===== config.mk =====
export PLATFORM = sky130hd
export DESIGN_NAME = tff_updown_counter
export DESIGN_NICKNAME = d
export VERILOG_FILES = /design/src/rtl/tff_updown_counter_pkg.sv /design/src/rtl/tff_updown_counter_tff.sv /design/src/rtl/tff_updown_counter.sv
export SDC_FILE = /design/constraint.sdc
export NUM_CORES = 1
export LEC_CHECK = 0
export BUFFER_PORTS_ARGS = -buffer_cell sky130_fd_sc_hd__buf_2
export CELL_PAD_IN_SITES_DETAIL_PLACEMENT = 1
export CELL_PAD_IN_SITES_GLOBAL_PLACEMENT = 2
export CORE_UTILIZATION = 31
export CTS_BUF_LIST = sky130_fd_sc_hd__clkbuf_4 sky130_fd_sc_hd__clkbuf_8
export CTS_CLUSTER_SIZE = 12
export DETAILED_ROUTE_END_ITERATION = 12
export GPL_ROUTABILITY_DRIVEN = 1
export PLACE_DENSITY = 0.92
export REMOVE_ABC_BUFFERS = 1
export SLEW_MARGIN = 20
export SYNTH_ARGS = -nofsm -noshare
export SYNTH_HDL_FRONTEND = slang
export SYNTH_SLANG_ARGS = --single-unit

===== constraint.sdc =====
create_clock -name C -period 4.5 [get_ports C]
set_clock_uncertainty 0.1 [all_clocks]
set_input_delay 0.9 -clock C [delete_from_list [all_inputs] [get_ports C]]
set_output_delay 0.9 -clock C [all_outputs]
set_load 0.03 [all_outputs]

===== src/rtl/tff_updown_counter_pkg.sv =====
// Shared constants for the structural tff-based up/down counters.
package tff_updown_counter_pkg;

  localparam logic        DIR_UP     = 1'b1;
  localparam logic        DIR_DOWN   = 1'b0;
  localparam int unsigned MOD_DECADE = 10;
  localparam int unsigned WIDTH_DFLT = 4;

  // True when the count range spans the full binary range of the register.
  function automatic bit is_pow2_modulus(input int unsigned width, input int unsigned modulus);
    return modulus == (32'd1 << width);
  endfunction

endpackage


===== src/rtl/tff_updown_counter_tff.sv =====
// Toggle flip-flop cell: Q inverts on a rising C edge when T is high.
module tff (
  output logic Q,
  output logic Qn,
  input  logic C,
  input  logic T,
  input  logic R
);

  logic q_d;
  logic q_q;

  always_comb begin
    q_d = q_q;
    if (T) q_d = ~q_q;
  end

  always_ff @(posedge C or negedge R) begin
    if (!R) q_q <= 1'b0;
    else    q_q <= q_d;
  end

  assign Q  = q_q;
  assign Qn = ~q_q;

endmodule


===== src/rtl/tff_updown_counter.sv =====
// Modulo-MODULUS up/down counter with parallel load, built from one tff cell per bit.
module tff_updown_counter
  import tff_updown_counter_pkg::*;
#(
  parameter int unsigned WIDTH   = WIDTH_DFLT,
  parameter int unsigned MODULUS = MOD_DECADE
) (
  input  logic             C,
  input  logic             R,
  input  logic             EN,
  input  logic             UP,
  input  logic             LD,
  input  logic [WIDTH-1:0] D,
  output logic [WIDTH-1:0] Q,
  output logic             TC,
  output logic             WRAP
);

  if (WIDTH == 0 || WIDTH > 16) begin : g_bad_width
    $error("tff_updown_counter: WIDTH %0d outside 1..16", WIDTH);
  end
  if (MODULUS < 2 || MODULUS > (32'd1 << WIDTH)) begin : g_bad_modulus
    $error("tff_updown_counter: MODULUS %0d outside 2..2^WIDTH", MODULUS);
  end

  localparam logic [WIDTH-1:0] MAX_V = WIDTH'(MODULUS - 1);
  localparam logic [WIDTH:0]   MOD_X = (WIDTH+1)'(MODULUS);
  localparam bit               POW2  = is_pow2_modulus(WIDTH, MODULUS);

  logic [WIDTH-1:0] next_c;
  logic [WIDTH-1:0] t_c;
  logic [WIDTH-1:0] qn_unused;
  logic             at_max_c;
  logic             at_zero_c;
  logic             tc_c;
  logic             wrap_d;
  logic             wrap_q;

  // Terminal count depends only on Q, EN and UP so it can enable the next stage.
  always_comb begin
    at_max_c  = (Q == MAX_V);
    at_zero_c = (Q == '0);
    tc_c      = EN & (((UP == DIR_UP) & at_max_c) | ((UP == DIR_DOWN) & at_zero_c));
  end

  // Next count by priority load > count > hold; full-range moduli wrap by overflow.
  always_comb begin
    next_c = Q;
    if (LD) begin
      next_c = ({1'b0, D} < MOD_X) ? D : MAX_V;
    end else if (EN) begin
      if (UP == DIR_UP) next_c = (!POW2 && at_max_c)  ? '0    : Q + WIDTH'(1);
      else              next_c = (!POW2 && at_zero_c) ? MAX_V : Q - WIDTH'(1);
    end
    t_c    = Q ^ next_c;
    wrap_d = tc_c & ~LD;
  end

  for (genvar i = 0; i < int'(WIDTH); i++) begin : g_bit
    tff u_tff (
      .Q  (Q[i]),
      .Qn (qn_unused[i]),
      .C  (C),
      .T  (t_c[i]),
      .R  (R)
    );
  end

  always_ff @(posedge C or negedge R) begin
    if (!R) wrap_q <= 1'b0;
    else    wrap_q <= wrap_d;
  end

  assign TC   = tc_c;
  assign WRAP = wrap_q;

endmodule


==> metrics.md <==
| Metric | Value |
|---|---|
| Boundary Pins | `15` |
| Max-slew violation count | `0` |
| Mapped Cells | `60` |
| Die X | `42.1 µm` |
| R2R Path End | `g_bit[2].u_tff.Q` |
| Setup TNS | `0 ps` |
| Post-CTS Setup Repair Bufs | `0` |
| Buffers and inverters on the worst path | `2` |
| Die Y | `42.1 µm` |
| Vias per inst | `5.54` |
| Hold-fix buffers, CTS | `0` |
| Tcrit/Tclk final | `61.5%` |
| Via count of the routed design | `482` |
| Hold Fails Final Rpt | `0` |
| Setup ws final | `1730 ps` |
| Pre-CTS WS | `1840 ps` |
| Final #Nets | `85` |
| Drt first pass iters | `4` |
| Hpwl dp | `940 µm` |
| Initial antenna violation count | `0` |
| Synth async-reset ratio | `100%` |
| Reg2reg start | `g_bit[0].u_tff.Q` |
| Input/output buffers | `14` |
| Worst Tran Pin Value | `387 ps` |
| Register area | `125 µm²` |
| Initial Util | `33.1%` |
| Slowest stage delay, CP | `490 ps` |
| CTS Buf Count | `3` |
| Pleak | `0.271 nW` |
| Crit path max-delay cell type | `dfrtp_1` |
| H-tree level count | `1` |
| Drc violations | `0` |
| Final std cells w/o fill | `87` |
| Crit Path Class | `register to output pin` |
| Worst setup EP type | `output pin` |
| Hold Path Class | `primary input to async pin` |
| # setup viols final | `0` |
| Fmax | `361 MHz` |
| Top_reg_cell synth | `dfrtp_1` |
| Normalized max-slew margin | `74.2%` |
| Die area | `1770 µm²` |
| Area of the multi-input gates | `305 µm²` |
| WL per Instance | `14.1 µm` |
| Startpoint Class | `register` |
| Leading area contributor after synthesis | `dfrtp_1` |
| Crit-path cells | `inv_1 -> ha_1 -> nor3b_1 -> a31oi_1 -> nor2_1 -> buf_2` |
| Synth cell count leaders | `5 x dfrtp_1, 5 x inv_1, 5 x nor2_1` |
| Row cnt | `14` |
| GRT Resource Usage Total | `15.9%` |
| Layout cells sized above 1 | `28.2%` |
| Post-Syn Area | `499 µm²` |
| Max-capacitance violation count | `0` |
| P per Cell Area | `353 nW/µm²` |
| Core Area | `1510 µm²` |
| Clk sinks | `5` |
| Root Buffer | `clkbuf_4` |
| CP required | `3500 ps` |
| Largest cells by area after synthesis | `dfrtp_1 25%, ha_1 10%, buf_4 6.0%, a31oi_1 3.8%, inv_1 3.8%` |
| Total Wirelength | `1230 µm` |
| Worst-path clk slew | `50 ps` |
| FF-to-FF setup slack | `2610 ps` |
| DR iter-0 viols | `10` |
| Register area share after synthesis | `25.1%` |
| Largest net degree at the start of global routing | `13` |
| Fill cell count | `193` |
| Global-route wire length before repair | `2170 µm` |
| Worst-path maximum fanout | `8` |
| Number of synthesized flops with an enable pin | `0` |
| Average cell area after synthesis | `8.32 µm²` |
| Area grow syn2layout | `14.0%` |
| Syn. warnings | `0` |
| Max IR drop VDD | `0.125 mV` |
| Arr. time, crit path | `1770 ps` |
| CTS tree | `yes` |
| Clock Tree Buf Depth | `2` |
| Antenna Cells | `0` |
| RSZ-0062 raised after global routing | `false` |
| Worst skew pair latency | `240 ps` |
| Crit path time final | `2770 ps` |
| Vias in the first global route | `489` |
| Post-synth top area share | `25.1%` |
| Placed cells | `83` |
| Status | `finished, final reports clean` |
| Antenna viol nets, final | `0` |
| Post-synth cell types | `31` |
| CP top delay family | `flip-flops` |
| FF+latch count, synth | `5` |
| Reg2reg path depth | `6` |
| GP Congestion | `0.804` |
| Hold slack | `358 ps` |
| PostCTS Resize Cnt | `0` |
| GRT Residual Overflow | `0` |
power breakdown:
group / total (mW) / internal (mW) / switching (mW)
Clock: 0.0583 / 0.0396 / 0.0187
Sequential: 0.0651 / 0.0507 / 0.0144
Combinational: 0.0775 / 0.0314 / 0.0460
layout make-up:
| class | count | area share [%] |
|---|---|---|
| Sequential cell | 5 | 22.0 |
| Tap cell | 16 | 3.52 |
| Multi-Input combinational cell | 43 | 53.6 |
| Inverter | 5 | 3.30 |
| Clock buffer | 4 | 5.27 |
| Timing Repair Buffer | 14 | 12.3 |
layout by cell type, fill, tap and decap left out, types with 2 or more instances in the layout:
cell / n
nor2_1: 5
clkbuf_4: 4
o21ai_0: 3
buf_2: 14
a31oi_1: 3
nand2b_1: 2
dfrtp_1: 5
nand2_1: 3
ha_1: 4
inv_1: 5
nor3b_1: 2
a32oi_1: 2
nand3_1: 3
state kept, by name, indices dropped and copies added (netlist names):
signal,cells
g_bit.u_tff.Q,4
WRAP,1
through the flow:
step | cell area (µm²) | power [mW] | utilization, %
after global placement | 539 | 0.142 | 35.8
final | 569 | 0.201 | 37.8
after floorplan | 449 | 0.116 | -
after CTS | 569 | 0.204 | 37.8
after detailed placement | 539 | 0.144 | 35.8
after global routing | 569 | 0.217 | 37.8
cell families (layout without fill, tap and decap cells):
family / after synthesis / after routing / share of synthesized area [%]
adders and majority gates: 4 / 4 / 10.0
AOI/OAI and AO/OA: 19 / 19 / 28.1
xor gates and xnor gates: 1 / 1 / 1.75
and+or+nand+nor: 19 / 19 / 21.3
buffers and inverters: 12 / 23 / 13.8
DFF: 5 / 5 / 25.1
how the worst max path moves through the flow:
stage | cells past startpoint | end | slack [ps] | from
CTS | 6 | TC | 1700 | g_bit[0].u_tff.Q
detailed placement | 5 | TC | 1840 | UP
floorplan | 3 | TC | 1930 | UP
global route | 6 | TC | 1550 | g_bit[0].u_tff.Q
global placement | 5 | TC | 1870 | UP
finish | 6 | TC | 1730 | g_bit[0].u_tff.Q
layer usage:
layer	track usage [%]	part of all wire, %
met4	2.50	0
met3	5.17	4.7
met1	20.6	48
met5	0	0
met2	26.3	47
Note: power is estimated with default switching activity, not from simulation.
